### config.mk
export PLATFORM = sky130hd
export DESIGN_NAME = pa_ifu_spsram_ctrl_flat
export DESIGN_NICKNAME = d
export VERILOG_FILES = /design/src/rtl/pa_ifu_spsram_pkg.sv /design/src/rtl/pa_ifu_spsram_ctrl_if.sv /design/src/rtl/pa_ifu_spsram_arb.sv /design/src/rtl/pa_ifu_spsram_ctrl.sv /design/src/flat_wrapper.sv
export SDC_FILE = /design/constraint.sdc
export NUM_CORES = 1
export LEC_CHECK = 0
export ABC_AREA = 1
export CAP_MARGIN = 30
export CORE_AREA = 3 3 118 120
export DETAILED_ROUTE_END_ITERATION = 10
export DIE_AREA = 0 0 121 123
export PLACE_DENSITY = 0.71
export SLEW_MARGIN = 5
export SYNTH_ARGS = -nofsm -noshare
export SYNTH_HDL_FRONTEND = slang
export SYNTH_SLANG_ARGS = --single-unit
### constraint.sdc
create_clock -name forever_cpuclk -period 7.75 [get_ports forever_cpuclk]
set_input_delay 2.325 -clock forever_cpuclk [delete_from_list [all_inputs] [get_ports forever_cpuclk]]
set_output_delay 2.325 -clock forever_cpuclk [all_outputs]
set_load 0.03 [all_outputs]
### src/rtl/pa_ifu_spsram_pkg.sv
// Shared types and defaults for the IFU single-port SRAM access controller.
package pa_ifu_spsram_pkg;

  localparam int ADDR_WIDTH_DEF = 5;
  localparam int DATA_WIDTH_DEF = 47;
  localparam logic [DATA_WIDTH_DEF-1:0] INV_DATA_DEF = '0;

  typedef enum logic [1:0] {
    ST_INIT = 2'b00,
    ST_IDLE = 2'b01,
    ST_INV  = 2'b10
  } spsram_state_e;

endpackage

### src/rtl/pa_ifu_spsram_ctrl_if.sv
// Requester and SRAM-pin bundle of the IFU SRAM controller; slave = controller side.
interface pa_ifu_spsram_ctrl_if
  import pa_ifu_spsram_pkg::*;
#(
  parameter int ADDR_WIDTH = ADDR_WIDTH_DEF,
  parameter int DATA_WIDTH = DATA_WIDTH_DEF
);
  logic                  inv_req;
  logic                  inv_busy;
  logic                  inv_done;
  logic                  rd_req;
  logic [ADDR_WIDTH-1:0] rd_addr;
  logic                  rd_gnt;
  logic                  rd_vld;
  logic [DATA_WIDTH-1:0] rd_data;
  logic                  wr_req;
  logic [ADDR_WIDTH-1:0] wr_addr;
  logic [DATA_WIDTH-1:0] wr_data;
  logic [DATA_WIDTH-1:0] wr_mask;
  logic                  wr_gnt;
  logic [ADDR_WIDTH-1:0] ram_a;
  logic                  ram_cen;
  logic                  ram_gwen;
  logic [DATA_WIDTH-1:0] ram_wen;
  logic [DATA_WIDTH-1:0] ram_d;
  logic [DATA_WIDTH-1:0] ram_q;

  modport slave (
    input  inv_req, rd_req, rd_addr, wr_req, wr_addr, wr_data, wr_mask, ram_q,
    output inv_busy, inv_done, rd_gnt, rd_vld, rd_data, wr_gnt,
           ram_a, ram_cen, ram_gwen, ram_wen, ram_d
  );

  modport master (
    output inv_req, rd_req, rd_addr, wr_req, wr_addr, wr_data, wr_mask, ram_q,
    input  inv_busy, inv_done, rd_gnt, rd_vld, rd_data, wr_gnt,
           ram_a, ram_cen, ram_gwen, ram_wen, ram_d
  );
endinterface

### src/rtl/pa_ifu_spsram_arb.sv
// IDLE-state read/write arbiter: write wins unless the read has been denied STARVE_LIMIT times in a row.
module pa_ifu_spsram_arb #(
  parameter int STARVE_LIMIT = 2
) (
  input  logic forever_cpuclk,
  input  logic cpurst_b,
  input  logic en,
  input  logic rd_req,
  input  logic wr_req,
  output logic rd_gnt,
  output logic wr_gnt
);
  localparam int CW = $clog2(STARVE_LIMIT + 1);
  localparam logic [CW-1:0] LIM = CW'(STARVE_LIMIT);

  logic [CW-1:0] starve_cnt;
  logic          rd_promote;

  assign rd_promote = (starve_cnt == LIM);
  assign wr_gnt     = en && wr_req && !(rd_req && rd_promote);
  assign rd_gnt     = en && rd_req && !wr_gnt;

  // Counter only moves while arbitration is live; invalidate cycles leave it untouched.
  always_ff @(posedge forever_cpuclk) begin
    if (!cpurst_b) begin
      starve_cnt <= '0;
    end else if (en) begin
      if (rd_req && wr_gnt) begin
        if (starve_cnt != LIM) starve_cnt <= starve_cnt + CW'(1);
      end else begin
        starve_cnt <= '0;
      end
    end
  end
endmodule

### src/rtl/pa_ifu_spsram_ctrl.sv
// IFU 32x47 single-port SRAM controller: invalidate walk after reset/request, then read/write arbitration.
module pa_ifu_spsram_ctrl
  import pa_ifu_spsram_pkg::*;
#(
  parameter int                    ADDR_WIDTH   = ADDR_WIDTH_DEF,
  parameter int                    DATA_WIDTH   = DATA_WIDTH_DEF,
  parameter logic [DATA_WIDTH-1:0] INV_DATA     = DATA_WIDTH'(INV_DATA_DEF),
  parameter int                    STARVE_LIMIT = 2
) (
  input logic                  forever_cpuclk,
  input logic                  cpurst_b,
  pa_ifu_spsram_ctrl_if.slave  bus
);
  localparam logic [ADDR_WIDTH-1:0] LAST_ADDR = '1;

  spsram_state_e         state;
  logic [ADDR_WIDTH-1:0] inv_cnt;
  logic                  inv_done_q;
  logic                  rd_vld_q;
  logic                  arb_en;
  logic                  rd_gnt;
  logic                  wr_gnt;
  logic [ADDR_WIDTH-1:0] a_hold;
  logic [DATA_WIDTH-1:0] d_hold;
  logic                  cen_c;
  logic                  gwen_c;
  logic [ADDR_WIDTH-1:0] a_c;
  logic [DATA_WIDTH-1:0] d_c;
  logic [DATA_WIDTH-1:0] wen_c;

  // A pending invalidate request suppresses user grants in the cycle it is seen.
  assign arb_en = (state == ST_IDLE) && !bus.inv_req;

  pa_ifu_spsram_arb #(.STARVE_LIMIT(STARVE_LIMIT)) u_arb (
    .forever_cpuclk (forever_cpuclk),
    .cpurst_b       (cpurst_b),
    .en             (arb_en),
    .rd_req         (bus.rd_req),
    .wr_req         (bus.wr_req),
    .rd_gnt         (rd_gnt),
    .wr_gnt         (wr_gnt)
  );

  always_ff @(posedge forever_cpuclk) begin
    if (!cpurst_b) begin
      state      <= ST_INIT;
      inv_cnt    <= '0;
      inv_done_q <= 1'b0;
      rd_vld_q   <= 1'b0;
    end else begin
      rd_vld_q   <= rd_gnt;
      inv_done_q <= 1'b0;
      unique case (state)
        ST_INIT: begin
          state   <= ST_INV;
          inv_cnt <= '0;
        end
        ST_IDLE: begin
          if (bus.inv_req) begin
            state   <= ST_INV;
            inv_cnt <= '0;
          end
        end
        ST_INV: begin
          // A fresh request restarts the walk so every entry is cleared after it.
          if (bus.inv_req) begin
            inv_cnt <= '0;
          end else begin
            inv_cnt <= inv_cnt + ADDR_WIDTH'(1);
            if (inv_cnt == LAST_ADDR) begin
              state      <= ST_IDLE;
              inv_done_q <= 1'b1;
            end
          end
        end
        default: state <= ST_INIT;
      endcase
    end
  end

  always_comb begin
    cen_c  = 1'b1;
    gwen_c = 1'b1;
    wen_c  = '1;
    a_c    = a_hold;
    d_c    = d_hold;
    if (state == ST_INV) begin
      cen_c  = 1'b0;
      gwen_c = 1'b0;
      wen_c  = '0;
      a_c    = inv_cnt;
      d_c    = INV_DATA;
    end else if (wr_gnt) begin
      cen_c  = 1'b0;
      gwen_c = 1'b0;
      wen_c  = ~bus.wr_mask;
      a_c    = bus.wr_addr;
      d_c    = bus.wr_data;
    end else if (rd_gnt) begin
      cen_c  = 1'b0;
      a_c    = bus.rd_addr;
    end
  end

  // Address/data pins keep their last driven value on idle cycles to avoid toggling.
  always_ff @(posedge forever_cpuclk) begin
    if (!cen_c) begin
      a_hold <= a_c;
      d_hold <= d_c;
    end
  end

  assign bus.ram_cen  = cen_c;
  assign bus.ram_gwen = gwen_c;
  assign bus.ram_wen  = wen_c;
  assign bus.ram_a    = a_c;
  assign bus.ram_d    = d_c;
  assign bus.rd_gnt   = rd_gnt;
  assign bus.wr_gnt   = wr_gnt;
  assign bus.rd_vld   = rd_vld_q;
  assign bus.rd_data  = bus.ram_q;
  assign bus.inv_busy = (state != ST_IDLE);
  assign bus.inv_done = inv_done_q;
endmodule

### src/flat_wrapper.sv
// flat-port wrapper written by rule: the top's interface ports become plain ports
module pa_ifu_spsram_ctrl_flat import pa_ifu_spsram_pkg::*;
#(
  parameter int                    ADDR_WIDTH   = ADDR_WIDTH_DEF,
  parameter int                    DATA_WIDTH   = DATA_WIDTH_DEF,
  parameter logic [DATA_WIDTH-1:0] INV_DATA     = DATA_WIDTH'(INV_DATA_DEF),
  parameter int                    STARVE_LIMIT = 2
)
  (forever_cpuclk, cpurst_b, bus_inv_req, bus_rd_req, bus_rd_addr, bus_wr_req, bus_wr_addr, bus_wr_data, bus_wr_mask, bus_ram_q, bus_inv_busy, bus_inv_done, bus_rd_gnt, bus_rd_vld, bus_rd_data, bus_wr_gnt, bus_ram_a, bus_ram_cen, bus_ram_gwen, bus_ram_wen, bus_ram_d);
  pa_ifu_spsram_ctrl_if #(.ADDR_WIDTH(ADDR_WIDTH), .DATA_WIDTH(DATA_WIDTH)) bus_i ();
  input logic forever_cpuclk;
  input logic cpurst_b;
  input wire logic [$bits(bus_i.inv_req)-1:0] bus_inv_req;
  input wire logic [$bits(bus_i.rd_req)-1:0] bus_rd_req;
  input wire logic [$bits(bus_i.rd_addr)-1:0] bus_rd_addr;
  input wire logic [$bits(bus_i.wr_req)-1:0] bus_wr_req;
  input wire logic [$bits(bus_i.wr_addr)-1:0] bus_wr_addr;
  input wire logic [$bits(bus_i.wr_data)-1:0] bus_wr_data;
  input wire logic [$bits(bus_i.wr_mask)-1:0] bus_wr_mask;
  input wire logic [$bits(bus_i.ram_q)-1:0] bus_ram_q;
  output wire logic [$bits(bus_i.inv_busy)-1:0] bus_inv_busy;
  output wire logic [$bits(bus_i.inv_done)-1:0] bus_inv_done;
  output wire logic [$bits(bus_i.rd_gnt)-1:0] bus_rd_gnt;
  output wire logic [$bits(bus_i.rd_vld)-1:0] bus_rd_vld;
  output wire logic [$bits(bus_i.rd_data)-1:0] bus_rd_data;
  output wire logic [$bits(bus_i.wr_gnt)-1:0] bus_wr_gnt;
  output wire logic [$bits(bus_i.ram_a)-1:0] bus_ram_a;
  output wire logic [$bits(bus_i.ram_cen)-1:0] bus_ram_cen;
  output wire logic [$bits(bus_i.ram_gwen)-1:0] bus_ram_gwen;
  output wire logic [$bits(bus_i.ram_wen)-1:0] bus_ram_wen;
  output wire logic [$bits(bus_i.ram_d)-1:0] bus_ram_d;
  assign bus_i.inv_req = bus_inv_req;
  assign bus_i.rd_req = bus_rd_req;
  assign bus_i.rd_addr = bus_rd_addr;
  assign bus_i.wr_req = bus_wr_req;
  assign bus_i.wr_addr = bus_wr_addr;
  assign bus_i.wr_data = bus_wr_data;
  assign bus_i.wr_mask = bus_wr_mask;
  assign bus_i.ram_q = bus_ram_q;
  assign bus_inv_busy = bus_i.inv_busy;
  assign bus_inv_done = bus_i.inv_done;
  assign bus_rd_gnt = bus_i.rd_gnt;
  assign bus_rd_vld = bus_i.rd_vld;
  assign bus_rd_data = bus_i.rd_data;
  assign bus_wr_gnt = bus_i.wr_gnt;
  assign bus_ram_a = bus_i.ram_a;
  assign bus_ram_cen = bus_i.ram_cen;
  assign bus_ram_gwen = bus_i.ram_gwen;
  assign bus_ram_wen = bus_i.ram_wen;
  assign bus_ram_d = bus_i.ram_d;
  pa_ifu_spsram_ctrl #(.ADDR_WIDTH(ADDR_WIDTH), .DATA_WIDTH(DATA_WIDTH), .INV_DATA(INV_DATA), .STARVE_LIMIT(STARVE_LIMIT)) u_core (.forever_cpuclk(forever_cpuclk), .cpurst_b(cpurst_b), .bus(bus_i));
endmodule
# Word level (Yosys, flattened, before mapping)
# Cells that the tools add are included.
[totals] reg_bits=63 input_bits=156 output_inout_bits=153 word_cells=60
[op_classes] n_addsub=2 eq_ne=10 n_mux=22 bitwise=3 reduce_logical=16
[op_table] cell="2-to-1 mux 47 bit" n=4
[op_table] cell="inverter 47 bit" n=1
[op_table] cell="2-to-1 mux 5 bit" n=5
[op_table] cell="one-hot mux 5 bit (3 select lines)" n=1
[op_table] cell="2-to-1 mux 2 bit" n=5
[op_table] cell="logical AND 1 bit" n=7
[op_table] cell="2-to-1 mux 1 bit" n=6
[op_table] cell="!= test 2 x 1 -> 1 bit (second input constant)" n=3
[op_table] cell="!= test 2 bit (second input constant)" n=3
[op_table] cell="one-hot mux 2 bit (3 select lines)" n=1
[op_table] cell="adder 5 x 1 -> 5 bit (second input constant)" n=1
[op_table] cell="equality test 5 bit (second input constant)" n=1
[op_table] cell="equality test 2 bit (second input constant)" n=2
[op_table] cell="AND reduction 2 bit" n=2
[op_table] cell="zero test 1 bit" n=3
[op_table] cell="AND reduction 3 bit" n=1
[op_table] cell="nonzero test 3 bit" n=1
[op_table] cell="OR reduction 3 bit" n=1
[op_table] cell="adder 2 x 1 -> 2 bit (second input constant)" n=1
[op_table] cell="equality test 2 x 1 -> 1 bit (second input constant)" n=1
[op_table] cell="zero test 2 bit" n=1
[op_table] cell="inverter 1 bit" n=2

# Depth between registers and ports, before layout
[depth] word_depth=9 mapped_depth=11 depth_no_buf=10

# Hierarchy
# A second synthesis with hierarchy kept.
[hier_totals] hier_cells=423 area_unflattened_um2=3624.7
[by_module_without_submodules] mod="pa_ifu_spsram_ctrl" n_inst=1 cells_per_inst=405 area_per_inst_um2=3498.4 seq_area_each_um2=1741.7
[by_module_without_submodules] mod="pa_ifu_spsram_arb" n_inst=1 cells_per_inst=18 area_per_inst_um2=126.4 seq_area_each_um2=40.0

# Least setup slack after synthesis
# Ideal clock, no wire load.
[synth_path] path_type="input-to-output" start="in bus_rd_req" end="out bus_ram_cen" t_arrival_ps=4645 required_ps=5425 path_slack_ps=780 stages=7 n_path_buf=1 path_cell_list="nand2_1 -> nand2_1 -> nor2_2 -> buf_4 -> nor2_2 -> nand2_1 -> inv_1"
[synth_between] elab_chain_cells=8 word_cells_on_any_way=9 cone_classes="mux: 3; reduce/logical: 6"
[synth_rtl] item="from (decl)" line_no="flat_wrapper.sv:14" source="input wire logic [$bits(bus_i.rd_req)-1:0] bus_rd_req;"
[synth_rtl] item="logical AND 1 bit" line_no="pa_ifu_spsram_arb.sv:20" source="assign wr_gnt = en && wr_req && !(rd_req && rd_promote);"
[synth_rtl] item="zero test 1 bit" line_no="pa_ifu_spsram_arb.sv:20"
[synth_rtl] item="logical AND 1 bit" line_no="pa_ifu_spsram_arb.sv:20"
[synth_rtl] item="zero test 1 bit" line_no="pa_ifu_spsram_arb.sv:21" source="assign rd_gnt = en && rd_req && !wr_gnt;"
[synth_rtl] item="logical AND 1 bit" line_no="pa_ifu_spsram_arb.sv:21"
[synth_rtl] item="2-to-1 mux 1 bit" line_no="pa_ifu_spsram_ctrl.sv:99" source="end else if (rd_gnt) begin"
[synth_rtl] item="2-to-1 mux 1 bit (*)" line_no="pa_ifu_spsram_ctrl.sv:93" source="end else if (wr_gnt) begin"
[synth_rtl] item="2-to-1 mux 1 bit (*)" line_no="pa_ifu_spsram_ctrl.sv:87" source="if (state == ST_INV) begin"
[synth_rtl] item="to (decl)" line_no="flat_wrapper.sv:28" source="output wire logic [$bits(bus_i.ram_cen)-1:0] bus_ram_cen;"
# Every way passes the cells marked *; elsewhere a longest branch is shown, timed or not.

# Worst setup path in the final report
[layout_path] start="in bus_rd_req" end="out bus_ram_d[23]"
[layout_between] elab_chain_cells=5
[layout_rtl] item="logical AND 1 bit" line_no="pa_ifu_spsram_arb.sv:20"
[layout_rtl] item="zero test 1 bit" line_no="pa_ifu_spsram_arb.sv:20"
[layout_rtl] item="logical AND 1 bit" line_no="pa_ifu_spsram_arb.sv:20"
[layout_rtl] item="2-to-1 mux 47 bit" line_no="pa_ifu_spsram_ctrl.sv:93"
[layout_rtl] item="2-to-1 mux 47 bit" line_no="pa_ifu_spsram_ctrl.sv:87"
[layout_rtl] item="to (decl)" line_no="flat_wrapper.sv:31" source="output wire logic [$bits(bus_i.ram_d)-1:0] bus_ram_d;"
# No other way between the ends.

==> impl_results.md <==
- R2R depth: 8
- RSZ-0062 raised after global routing: false
- Main combinational cell family by area after synthesis: simple AND/OR/NAND/NOR gates
- Via density: 4.63
- VDD IR max: 0.109 mV
- Initial Util: 27.4%
- Hold Crit Class: reg -> reg
- Worst Tran Pin Value: 0.787 ns
- Reg clk slew, reported paths: 0.05 ns
- Worst path arrival time: 4.90 ns
- Max Buffers Root-to-Sink: 2
- Post-CTS Resized: 0
- Slack of the critical path: 0.526 ns
- DRT iter0 DRCs: 223
- Finish-stage setup viols: 0
- Share of cells above drive strength 1: 5.72%
- Post-layout min period: 7.22 ns
- Drt drc: 0
- Simple-gate share of the synthesized area: 18.1%
- Worst Setup Slack post-DPL: 0.524 ns
- Dpl hpwl: 12,100 um
- Leak: 2.30 nW
- Site Rows: 42
- Die Wd: 121 um
- Hold Path Origin: u_core.u_arb.starve_cnt[1]
- Final wirelength: 15,000 um
- XOR/XNOR Fraction of Synth Area: 0.245%
- Register area share after synthesis: 49.8%
- CP Launch Type: primary input
- GRT Util Overall: 19.1%
- CTS tree: yes
- Crit Path Category: in -> out
- CP endpoint kind: output port
- R2R Setup Slk: 5.27 ns
- Die height: 123 um
- Detail Route Antenna Nets: 0
- Multiplexer share of the synthesized area: 0%
- Fin cells: 771
- Antenna violations before repair: 0
- Port buffer count: 214
- Final Net Count: 748
- Synth warn: 0
- Crit-path max FO: 44
- Slew headroom: 47.5%
- Clock Sinks: 63
- Pin count of the biggest net entering global routing: 54
- First-pass GRT wire length: 21,400 um
- Final Hold Fails: 0
- Core area: 13,100 um^2
- Worst Skew: 0.00623 ns
- Power density over the cells: 174 nW/um^2
- Maxcap violations: 0
- CTS buffer count: 9
- WP data required: 5.43 ns
- Cells along the critical path: clkdlybuf4s50_1 > nand2_1 > nand2_1 > nor2_4 > buf_12 > o21ai_0 > nor2_1 > clkdlybuf4s50_1
- Routed len/inst: 19.4 um
- Drt pass-1 iters: 4
- Dominant cells by area after synthesis: edfxtp_1 44%, nor2_1 11%, buf_4 11%
- Largest area contributor in the netlist: edfxtp_1
- Fmax: 0.138 GHz
- Hold depth: 2
- Total I/O pin count: 309
- Syn Nets: 587
- Post-Syn Area: 3580 um^2
- Number of global-route vias before repair: 3,660
- Worst-Skew Late Latency: 0.32 ns
- Clock H-tree levels: 3
- Slowest CP cell: clkdlybuf4s50_1
- Compound-gate portion of the synthesized area: 14.9%
- Largest incremental delay on the critical path: 0.71 ns
- Die area: 14,900 um^2
- Placer Congestion: 0.814
- Status: completed
- FF-to-FF Start: u_core.u_arb.starve_cnt[0]
- Grt ovf: 0
- Share of the synthesized area in the top cell type: 43.6%
- Via count: 3,573
- Yosys reg bits: 63
- Post-Syn Instances: 428
- Synth Area per Inst: 8.36 um^2
- Synth Area in Adders: 1.05%
- # Post-CTS Setup Buffers: 0
- Count of pins over their slew limit: 0
- Root buf cell: clkbuf_16
- Placed insts: 754
- Worst Hold Endpoint: u_core.u_arb.starve_cnt[1]
- Fillers: 1,267
- Hold_buf cts: 0
- Period utilization: 93.2%
- Synth cell types: 22
- RR Endpoint: u_core.d_hold[39]
- Setup TNS: 0 ns
- Area grow syn2layout: 64.0%
-- metal layers --
layer,up-vias,global-route usage [%],wire length [um]
li1,1713,-,-
met1,1646,22.5,5640
met2,200,33.2,7680
met3,14,7.00,1460
met4,0,4.67,164
met5,-,0,0
-- synth_stat cells, drive strengths merged --
cell type / instances
a311oi: 1
nand4: 3
edfxtp: 52
buf: 64
inv: 20
ha: 3
a21oi: 53
clkbuf: 9
dfxtp: 11
nand2: 40
nor2: 110
o21ai: 52
xor2: 1
nand3b: 1
nand3: 8
-- final cells by class --
type,count,area [um^2],area share (%)
multi-input cells,272,1240,21.2
well taps,176,220,3.75
inverters,20,75.1,1.28
clock buffers,11,233,3.97
repair buffers,223,2240,38.2
clock inverters,5,72.6,1.24
diodes,1,2.50,0.0426
flip-flops and latches,63,1780,30.4
-- state kept, by name, indices dropped and copies added, names as in the netlist --
| register | count |
|---|---|
| u_core.d_hold | 47 |
| u_core.state | 2 |
| u_core.u_arb.starve_cnt | 2 |
| u_core.bus.rd_vld | 1 |
| u_core.bus.inv_done | 1 |
| u_core.inv_cnt | 5 |
| u_core.a_hold | 5 |
-- worst max-delay path: cells and delay by family --
family | cells | cell delay (ns)
simple gates | 4 | 0.90
buf+inv | 3 | 1.52
compound gates | 1 | 0.12
-- layout by cell type, fill, tap and decap left out, types with 8 or more instances in the layout --
cell type,count
edfxtp_1,52
clkbuf_16,9
nand2_1,39
clkdlybuf4s50_1,212
a21oi_1,53
nor2_1,104
inv_1,17
dfxtp_1,11
buf_4,8
o21ai_0,45
-- kinds of logic after synthesis --
logic type	after synthesis
and+or+nand+nor	162
AOI/OAI and AO/OA	106
buffers and inverters	93
DFF	63
adders and majority gates	3
xor gates and xnor gates	1
-- how the worst max path moves through the flow --
stage | cells after the start | start | slack [ns] | to
after floorplan | 7 | bus_rd_req | 0.78 | bus_ram_cen
after global placement | 8 | bus_rd_req | 0.53 | bus_ram_d[7]
after detailed placement | 8 | bus_rd_req | 0.52 | bus_ram_d[7]
after CTS | 8 | bus_rd_req | 0.51 | bus_ram_d[7]
after global routing | 8 | bus_rd_req | 0.30 | bus_ram_d[7]
final | 8 | bus_rd_req | 0.53 | bus_ram_d[23]
-- report_power, final --
group / total, W / switching [W] / internal, W
Combinational: 0.000215 / 0.000112 / 0.000103
Clock: 0.000416 / 0.000137 / 0.000279
Sequential: 0.000391 / 0.00000464 / 0.000386
-- through the flow --
stage | hold WS, ns | utilization [%] | total power [W] | instance area, um^2
after floorplan | 0.449 | - | 0.000532 | 3580
after global placement | 0.464 | 42.5 | 0.000611 | 5560
after detailed placement | 0.471 | 42.5 | 0.000613 | 5560
after CTS | 0.481 | 44.8 | 0.00103 | 5870
after global routing | 0.508 | 44.8 | 0.00106 | 5870
final | 0.482 | 44.9 | 0.00102 | 5870
No activity file was read; power rests on OpenSTA's default activity.
